<file path="config.mk">
export PLATFORM = sky130hd
export DESIGN_NAME = control_unit_flat
export DESIGN_NICKNAME = d
export VERILOG_FILES = /design/src/rtl/control_unit_if.sv /design/src/rtl/control_unit.sv /design/src/flat_wrapper.sv
export SDC_FILE = /design/constraint.sdc
export NUM_CORES = 1
export LEC_CHECK = 0
export CAP_MARGIN = 10
export CORE_ASPECT_RATIO = 0.9
export CORE_UTILIZATION = 45
export DETAILED_ROUTE_END_ITERATION = 12
export GPL_TIMING_DRIVEN = 0
export PLACE_DENSITY_LB_ADDON = 0.3
export SLEW_MARGIN = 20
export SYNTH_ARGS = -nofsm -noshare
export SYNTH_HDL_FRONTEND = slang
export SYNTH_SLANG_ARGS = --single-unit
export TNS_END_PERCENT = 100
</file>
<file path="constraint.sdc">
create_clock -name clock -period 1.95 [get_ports clock]
set_clock_uncertainty 0.15 [all_clocks]
set_input_delay 0.2925 -clock clock [delete_from_list [all_inputs] [get_ports clock]]
set_output_delay 0.2925 -clock clock [all_outputs]
set_load 0.05 [all_outputs]
</file>
<file path="src/rtl/control_unit_if.sv">
`default_nettype none
// ============================================================================
//  Module      : control_unit_if
//  Description : Bundle between the multi-cycle control unit and its
//                datapath / program ROM.
//                master : control unit side (drives PC and control lines)
//                slave  : datapath side (drives instr and ALU flags)
//  Ports       : instr, zero_flag, pos_flag            -> into controller
//                instr_addr, rf_write, rs/rt/rd_addr,
//                imm_data, alu_sel, imm_sel, mem_write,
//                mem_sel, halted                       -> out of controller
//  Revision    : 1.0  initial release
// ============================================================================
interface control_unit_if #(
    parameter int PC_WIDTH = 8
);
    logic [15:0]         instr;
    logic                zero_flag;
    logic                pos_flag;
    logic [PC_WIDTH-1:0] instr_addr;
    logic                rf_write;
    logic [2:0]          rs_addr;
    logic [2:0]          rt_addr;
    logic [2:0]          rd_addr;
    logic [15:0]         imm_data;
    logic [3:0]          alu_sel;
    logic                imm_sel;
    logic                mem_write;
    logic                mem_sel;
    logic                halted;

    modport master (
        input  instr, zero_flag, pos_flag,
        output instr_addr, rf_write, rs_addr, rt_addr, rd_addr,
               imm_data, alu_sel, imm_sel, mem_write, mem_sel, halted
    );

    modport slave (
        output instr, zero_flag, pos_flag,
        input  instr_addr, rf_write, rs_addr, rt_addr, rd_addr,
               imm_data, alu_sel, imm_sel, mem_write, mem_sel, halted
    );
endinterface
`default_nettype wire

</file>
<file path="src/rtl/control_unit.sv">
`default_nettype none
// ============================================================================
//  Module      : control_unit
//  Description : Multi-cycle controller for a 16-bit accumulator-less RISC
//                datapath. FSM: FETCH -> DECODE -> EXECUTE -> (MEM) ->
//                (WRITEBACK) -> FETCH, plus a sticky HALT state.
//  Ports       : clock  - rising-edge clock
//                reset  - asynchronous active-high reset
//                bus    - control_unit_if.master (ROM word, flags in;
//                         PC, register selects, immediate, ALU/mem
//                         controls and halted out)
//  Revision    : 1.0  initial release
// ============================================================================
module control_unit #(
    parameter int PC_WIDTH = 8
) (
    input  logic           clock,
    input  logic           reset,
    control_unit_if.master bus
);
    localparam logic [3:0] OP_ADD  = 4'h1;
    localparam logic [3:0] OP_SUB  = 4'h2;
    localparam logic [3:0] OP_AND  = 4'h3;
    localparam logic [3:0] OP_OR   = 4'h4;
    localparam logic [3:0] OP_ADDI = 4'h5;
    localparam logic [3:0] OP_LD   = 4'h6;
    localparam logic [3:0] OP_ST   = 4'h7;
    localparam logic [3:0] OP_BEQZ = 4'h8;
    localparam logic [3:0] OP_BPOS = 4'h9;
    localparam logic [3:0] OP_JMP  = 4'hA;
    localparam logic [3:0] OP_HALT = 4'hF;

    localparam logic [3:0] ALU_ADD    = 4'd0;
    localparam logic [3:0] ALU_SUB    = 4'd1;
    localparam logic [3:0] ALU_AND    = 4'd2;
    localparam logic [3:0] ALU_OR     = 4'd3;
    localparam logic [3:0] ALU_PASS_B = 4'd4;

    typedef enum logic [2:0] {
        S_FETCH     = 3'd0,
        S_DECODE    = 3'd1,
        S_EXECUTE   = 3'd2,
        S_MEM       = 3'd3,
        S_WRITEBACK = 3'd4,
        S_HALT      = 3'd5
    } state_t;

    state_t              state_q;
    logic [PC_WIDTH-1:0] pc_q;
    logic [15:0]         ir_q;
    logic [15:0]         imm_q;
    logic [3:0]          alu_q;
    logic                imm_sel_q;
    logic                mem_sel_q;
    logic                rf_write_q;
    logic                mem_write_q;
    logic                halted_q;

    // Datapath controls are decoded from the ROM word during FETCH and
    // registered together with IR, so they are valid from DECODE onward.
    logic [15:0] imm_d;
    logic [3:0]  alu_d;
    logic        imm_sel_d;
    logic        mem_sel_d;

    always_comb begin
        imm_d     = {{10{bus.instr[5]}}, bus.instr[5:0]};
        alu_d     = ALU_ADD;
        imm_sel_d = 1'b0;
        mem_sel_d = 1'b0;
        case (bus.instr[15:12])
            OP_SUB:  alu_d = ALU_SUB;
            OP_AND:  alu_d = ALU_AND;
            OP_OR:   alu_d = ALU_OR;
            OP_ADDI: imm_sel_d = 1'b1;
            OP_LD: begin
                imm_sel_d = 1'b1;
                mem_sel_d = 1'b1;
            end
            OP_ST:   alu_d = ALU_PASS_B;
            // Branches test rs + 0 so the flags reflect rs itself.
            OP_BEQZ, OP_BPOS: begin
                imm_sel_d = 1'b1;
                imm_d     = 16'h0000;
            end
            default: ;
        endcase
    end

    // Sign-extended imm6 and zero-extended 8-bit jump target, sized to PC.
    logic [PC_WIDTH-1:0] br_off;
    logic [PC_WIDTH-1:0] jmp_tgt;

    for (genvar gi = 0; gi < PC_WIDTH; gi++) begin : g_pc_bits
        if (gi < 6) begin : g_off_lo
            assign br_off[gi] = ir_q[gi];
        end else begin : g_off_sx
            assign br_off[gi] = ir_q[5];
        end
        if (gi < 8) begin : g_tgt_lo
            assign jmp_tgt[gi] = ir_q[gi];
        end else begin : g_tgt_hi
            assign jmp_tgt[gi] = 1'b0;
        end
    end

    logic [3:0] ir_op;
    logic       br_taken;
    assign ir_op    = ir_q[15:12];
    assign br_taken = ((ir_op == OP_BEQZ) && bus.zero_flag) ||
                      ((ir_op == OP_BPOS) && bus.pos_flag);

    always_ff @(posedge clock or posedge reset) begin
        if (reset) begin
            state_q     <= S_FETCH;
            pc_q        <= '0;
            ir_q        <= '0;
            imm_q       <= '0;
            alu_q       <= '0;
            imm_sel_q   <= 1'b0;
            mem_sel_q   <= 1'b0;
            rf_write_q  <= 1'b0;
            mem_write_q <= 1'b0;
            halted_q    <= 1'b0;
        end else begin
            // Strobes are one-cycle pulses unless re-armed below.
            rf_write_q  <= 1'b0;
            mem_write_q <= 1'b0;
            case (state_q)
                S_FETCH: begin
                    ir_q      <= bus.instr;
                    pc_q      <= pc_q + PC_WIDTH'(1);
                    imm_q     <= imm_d;
                    alu_q     <= alu_d;
                    imm_sel_q <= imm_sel_d;
                    mem_sel_q <= mem_sel_d;
                    state_q   <= S_DECODE;
                end
                S_DECODE: begin
                    if (ir_op == OP_HALT) begin
                        state_q  <= S_HALT;
                        halted_q <= 1'b1;
                    end else begin
                        state_q  <= S_EXECUTE;
                    end
                end
                S_EXECUTE: begin
                    case (ir_op)
                        OP_ADD, OP_SUB, OP_AND, OP_OR, OP_ADDI: begin
                            state_q    <= S_WRITEBACK;
                            rf_write_q <= 1'b1;
                        end
                        OP_LD: state_q <= S_MEM;
                        OP_ST: begin
                            state_q     <= S_MEM;
                            mem_write_q <= 1'b1;
                        end
                        OP_BEQZ, OP_BPOS: begin
                            // pc_q already points past the branch here.
                            if (br_taken) begin
                                pc_q <= pc_q + br_off;
                            end
                            state_q <= S_FETCH;
                        end
                        OP_JMP: begin
                            pc_q    <= jmp_tgt;
                            state_q <= S_FETCH;
                        end
                        default: state_q <= S_FETCH;
                    endcase
                end
                S_MEM: begin
                    if (ir_op == OP_LD) begin
                        state_q    <= S_WRITEBACK;
                        rf_write_q <= 1'b1;
                    end else begin
                        state_q    <= S_FETCH;
                    end
                end
                S_WRITEBACK: state_q <= S_FETCH;
                S_HALT:      state_q <= S_HALT;
                default:     state_q <= S_FETCH;
            endcase
        end
    end

    assign bus.instr_addr = pc_q;
    assign bus.rd_addr    = ir_q[11:9];
    assign bus.rs_addr    = ir_q[8:6];
    assign bus.rt_addr    = ir_q[5:3];
    assign bus.imm_data   = imm_q;
    assign bus.alu_sel    = alu_q;
    assign bus.imm_sel    = imm_sel_q;
    assign bus.mem_sel    = mem_sel_q;
    assign bus.rf_write   = rf_write_q;
    assign bus.mem_write  = mem_write_q;
    assign bus.halted     = halted_q;

endmodule
`default_nettype wire
</file>
<file path="src/flat_wrapper.sv">
// flat-port wrapper written by rule: the top's interface ports become plain ports
module control_unit_flat 
#(
    parameter int PC_WIDTH = 8
)
  (clock, reset, bus_instr, bus_zero_flag, bus_pos_flag, bus_instr_addr, bus_rf_write, bus_rs_addr, bus_rt_addr, bus_rd_addr, bus_imm_data, bus_alu_sel, bus_imm_sel, bus_mem_write, bus_mem_sel, bus_halted);
  control_unit_if #(.PC_WIDTH(PC_WIDTH)) bus_i ();
  input  logic clock;
  input  logic reset;
  input wire logic [$bits(bus_i.instr)-1:0] bus_instr;
  input wire logic [$bits(bus_i.zero_flag)-1:0] bus_zero_flag;
  input wire logic [$bits(bus_i.pos_flag)-1:0] bus_pos_flag;
  output wire logic [$bits(bus_i.instr_addr)-1:0] bus_instr_addr;
  output wire logic [$bits(bus_i.rf_write)-1:0] bus_rf_write;
  output wire logic [$bits(bus_i.rs_addr)-1:0] bus_rs_addr;
  output wire logic [$bits(bus_i.rt_addr)-1:0] bus_rt_addr;
  output wire logic [$bits(bus_i.rd_addr)-1:0] bus_rd_addr;
  output wire logic [$bits(bus_i.imm_data)-1:0] bus_imm_data;
  output wire logic [$bits(bus_i.alu_sel)-1:0] bus_alu_sel;
  output wire logic [$bits(bus_i.imm_sel)-1:0] bus_imm_sel;
  output wire logic [$bits(bus_i.mem_write)-1:0] bus_mem_write;
  output wire logic [$bits(bus_i.mem_sel)-1:0] bus_mem_sel;
  output wire logic [$bits(bus_i.halted)-1:0] bus_halted;
  assign bus_i.instr = bus_instr;
  assign bus_i.zero_flag = bus_zero_flag;
  assign bus_i.pos_flag = bus_pos_flag;
  assign bus_instr_addr = bus_i.instr_addr;
  assign bus_rf_write = bus_i.rf_write;
  assign bus_rs_addr = bus_i.rs_addr;
  assign bus_rt_addr = bus_i.rt_addr;
  assign bus_rd_addr = bus_i.rd_addr;
  assign bus_imm_data = bus_i.imm_data;
  assign bus_alu_sel = bus_i.alu_sel;
  assign bus_imm_sel = bus_i.imm_sel;
  assign bus_mem_write = bus_i.mem_write;
  assign bus_mem_sel = bus_i.mem_sel;
  assign bus_halted = bus_i.halted;
  control_unit #(.PC_WIDTH(PC_WIDTH)) u_core (.clock(clock), .reset(reset), .bus(bus_i));
endmodule
</file>
==> flow_summary_export.csv <==
group,metric,value,unit
placement,dp.cells,413,
synthesis,synth-edff-count,0,
layout,instances_no_fill,425,
global_routing,grt.busiest_layer,"met2",
synthesis,synth_area,0.002499,mm2
critical_path,crit_type,"reg -> reg",
critical_path,timing.rr.end,"u_core.bus.instr_addr[6]$_DFFE_PP0P_",
floorplanning,start_util,0.4727,
timing,fmaxAchievable,490.7,MHz
global_routing,grt_pass1_vias,2166,
timing,setup_viol,3,
floorplanning,die_h,72.69,um
clocking,cts_root_buf,"clkbuf_8",
floorplanning,coreArea,0.005286,mm2
global_routing,grt_start_max_net_pins,24,
floorplanning,die_area,0.005855,mm2
critical_path,r2r_slack,-90,ps
clocking,htree_levels,2,
critical_path,worstPathArrival,2070,ps
clocking,cts_tree,"yes",
routing,vias_per_cell,5.306,
critical_path,critPathRequiredTime,1980,ps
layout,nets,386,
clocking,cts_buffers,5,
critical_path,critPathSlowestCell,"dfrtp_2",
synthesis,synth_seq_area_share,0.4106,
timing,finalCritPeriodShare,1.045,
placement,place_hpwl,4353,um
global_routing,overflow,0,
placement,place_congestion,0.8511,
routing,drc,0,
layout,antenna_cells,0,
floorplanning,io_pins,62,
global_routing,grtUsageMet1,0.3029,
hold_path,min_path_type,"in -> async",
synthesis,synth_area_per_cell,8.706,um2
floorplanning,row_count,25,
critical_path,crit_chain,"ha_4 -> inv_2 -> fa_2 -> nor2b_2 -> o31a_1 -> o21a_1 -> o31ai_4 -> o21ai_2",
timing,final_max_slew_viol_count,0,
timing,hold_viol,0,
routing,ant_nets,0,
synthesis,synth_seq_cells,41,
clocking,clkLatencyLatePin,290,ps
routing,post_drt_wl_per_cell,13.76,um
layout,fill_cells,466,
flow_run,drv_cap,0,
timing,post-route-worst-setup-slack,-87.98,ps
floorplanning,fp.dieW,80.55,um
routing,wl,5849,um
clocking,clockBufferDepth,2,
synthesis,synth_fp_nets,316,
layout,multi_input_area,0.001275,mm2
critical_path,crit_path_max_fanout,4,
synthesis,synthFlopType,"dfrtp_1",
critical_path,cpPeakStageDelay,450,ps
routing,drt_iter0_markers,170,
layout,drive_above_1_share,0.2235,
timing,tns,-150.2,ps
outcome,violations,"negative setup slack",
timing,period_minus_slack,2038,ps
clocking,clk_pin_slew_worst_paths,80,ps
global_routing,use_met2,0.3456,
routing,vias,2255,
global_routing,grt_use_met3,0.05375,
synthesis,synth_cells,287,
timing,worst_pin_slew,517.2,ps
routing,drt-pass1-iter-count,4,
critical_path,r2r_start,"u_core.bus.instr_addr[0]$_DFFE_PP0P_",
timing,rsz0062_at_grt,"true",
global_routing,track_usage,0.2216,
critical_path,reg2regPathDepth,8,
synthesis,async_reset_ff_frac,1.000,
synthesis,yosys_warnings,0,
layout,regArea,0.001035,mm2
global_routing,grt_pass1_wl,10020,um
global_routing,antenna_found_initial,0,
timing,max_slew_margin,0.6541,
critical_path,critPathLaunchType,"flip-flop",
clocking,clock-sinks,41,
placement,port_buffers,58,
critical_path,cp-end-kind,"flip-flop",
synthesis,synth_cell_type_count,53,
layout,syn2layout_area_growth,37.46,%
outcome,outcome,"finished, violations left",
worst max-delay path, delay by kind of cell, from the launching register on:
kind,cells,cell delay [ps]
compound gates,4,850
buf+inv,1,50
simple gates,1,50
fa+ha+maj,2,380
flops,1,450
stage by stage:
stage                     area [um2]  utilization  hold WS, ps  worst slack [ps]
after detailed placement        3228       0.6107        317.0            -171.9
final                           3435       0.6497        168.9            -87.98
after global routing            3435       0.6497        200.4            -211.9
after CTS                       3369       0.6374        182.4            -80.71
after global placement          3201       0.6054        298.6            -438.9
after floorplan                 2536            -        238.1            -96.22
cell usage in the layout (no fill, tap or decap), types with 3 or more instances in the layout:
cell type / synthesis / final
o21a_1: 4 / 4
nand2_1: 63 / 63
inv_1: 8 / 6
a21oi_1: 11 / 11
dfrtp_1: 41 / 34
clkdlybuf4s15_2: 0 / 9
a22o_1: 7 / 7
dfrtp_2: 0 / 7
buf_4: 20 / 26
o21ai_0: 12 / 11
clkbuf_8: 0 / 5
ha_1: 8 / 6
a211oi_2: 1 / 3
nand3_1: 5 / 5
nor2_1: 19 / 18
nand2b_1: 5 / 5
clkdlybuf4s50_1: 0 / 28
clkbuf_1: 5 / 3
buf_2: 7 / 4
xnor2_1: 3 / 3
o31ai_1: 6 / 5
dlygate4sd2_1: 0 / 18
nor3_1: 7 / 7
buf_6: 3 / 3
a21o_1: 6 / 6
worst max-delay path by stage:
stage | slack (ps) | startpoint | cells past startpoint | end
6_report | -90 | u_core.bus.instr_addr[0]$_DFFE_PP0P_ | 8 | u_core.bus.instr_addr[6]$_DFFE_PP0P_
5_1_grt | -210 | u_core.bus.instr_addr[0]$_DFFE_PP0P_ | 8 | u_core.bus.instr_addr[6]$_DFFE_PP0P_
4_1_cts | -80 | u_core.bus.instr_addr[0]$_DFFE_PP0P_ | 8 | u_core.bus.instr_addr[6]$_DFFE_PP0P_
3_5_place_dp | -170 | u_core.bus.instr_addr[0]$_DFFE_PP0P_ | 8 | u_core.bus.instr_addr[6]$_DFFE_PP0P_
3_3_place_gp | -440 | reset | 2 | u_core.bus.instr_addr[5]$_DFFE_PP0P_
2_1_floorplan | -100 | u_core.bus.instr_addr[0]$_DFFE_PP0P_ | 8 | u_core.bus.instr_addr[6]$_DFFE_PP0P_
repair_timing:
item | 4_1_cts | 5_1_grt
hold buffers | 0 | 0
cloned | 0 | 0
pin swaps | 0 | 1
buffers inserted | 2 | 2
gates resized for setup | 50 | 17
setup endpoints to repair | 42 | 20
final cells by class:
cell class              instances  share of cell area
clock buffers                   5             0.02004
plain buffers                  35             0.07213
flip-flops and latches         41              0.3013
inverters                       8            0.008743
multi-input cells             203              0.3712
clock inverters                 3             0.01894
well taps                      67             0.02441
repair buffers                 63              0.1832
per-layer routing:
layer / part of all wire / vias to the layer above
met5: 0 / -
met4: 0.0074 / 0
met3: 0.069 / 2
met2: 0.47 / 76
met1: 0.45 / 1061
li1: - / 1116
state kept, by name, indices dropped and copies added (netlist names):
name	flops
u_core.bus.alu_sel	3
u_core.bus.mem_sel	1
u_core.state_q	3
u_core.bus.mem_write	1
u_core.bus.halted	1
u_core.bus.rf_write	1
u_core.bus.instr_addr	8
u_core.ir_q	16
u_core.bus.imm_data	6
u_core.bus.imm_sel	1
synthesized netlist by cell type (2+ instances only):
| cell | count | area (um2) |
|---|---|---|
| buf_2 | 7 | 35.03 |
| a22o_1 | 7 | 61.31 |
| a21o_1 | 6 | 45.04 |
| o21a_1 | 4 | 30.03 |
| nand3_1 | 5 | 25.02 |
| o21ai_1 | 3 | 15.01 |
| buf_4 | 20 | 150.1 |
| clkbuf_1 | 5 | 18.77 |
| nor2_1 | 19 | 71.32 |
| dfrtp_1 | 41 | 1026 |
| o31ai_1 | 6 | 45.04 |
| or4_1 | 2 | 15.01 |
| nand2b_1 | 5 | 31.28 |
| nor4_1 | 2 | 12.51 |
| xor2_1 | 2 | 17.52 |
| inv_1 | 8 | 30.03 |
| a211oi_1 | 3 | 22.52 |
| nand2_1 | 63 | 236.5 |
| o21ai_0 | 12 | 60.06 |
| buf_6 | 3 | 33.78 |
| o211ai_1 | 2 | 15.01 |
| a32o_1 | 2 | 20.02 |
| nor3_1 | 7 | 35.03 |
| mux2i_1 | 2 | 20.02 |
| xnor2_1 | 3 | 26.28 |
| ha_1 | 8 | 100.1 |
| mux2_2 | 2 | 22.52 |
| nor2b_1 | 3 | 18.77 |
| a21oi_1 | 11 | 55.05 |
logic make-up (layout without fill, tap and decap cells):
logic type	count (synthesis)	count (layout)	synth area share
AO/OA/AOI/OAI	69	69	0.1913
XOR/XNOR	5	5	0.01753
adder cells (fa/ha/maj)	9	9	0.04807
buffers and inverters	43	114	0.1072
flip-flops	41	41	0.4106
multiplexers	4	4	0.01703
other	1	1	0.001501
AND/OR/NAND/NOR	115	115	0.2068
Power is left out: the tool's default activity adds up to more than one toggle a clock period on the data nets, which glitch-free logic cannot reach.
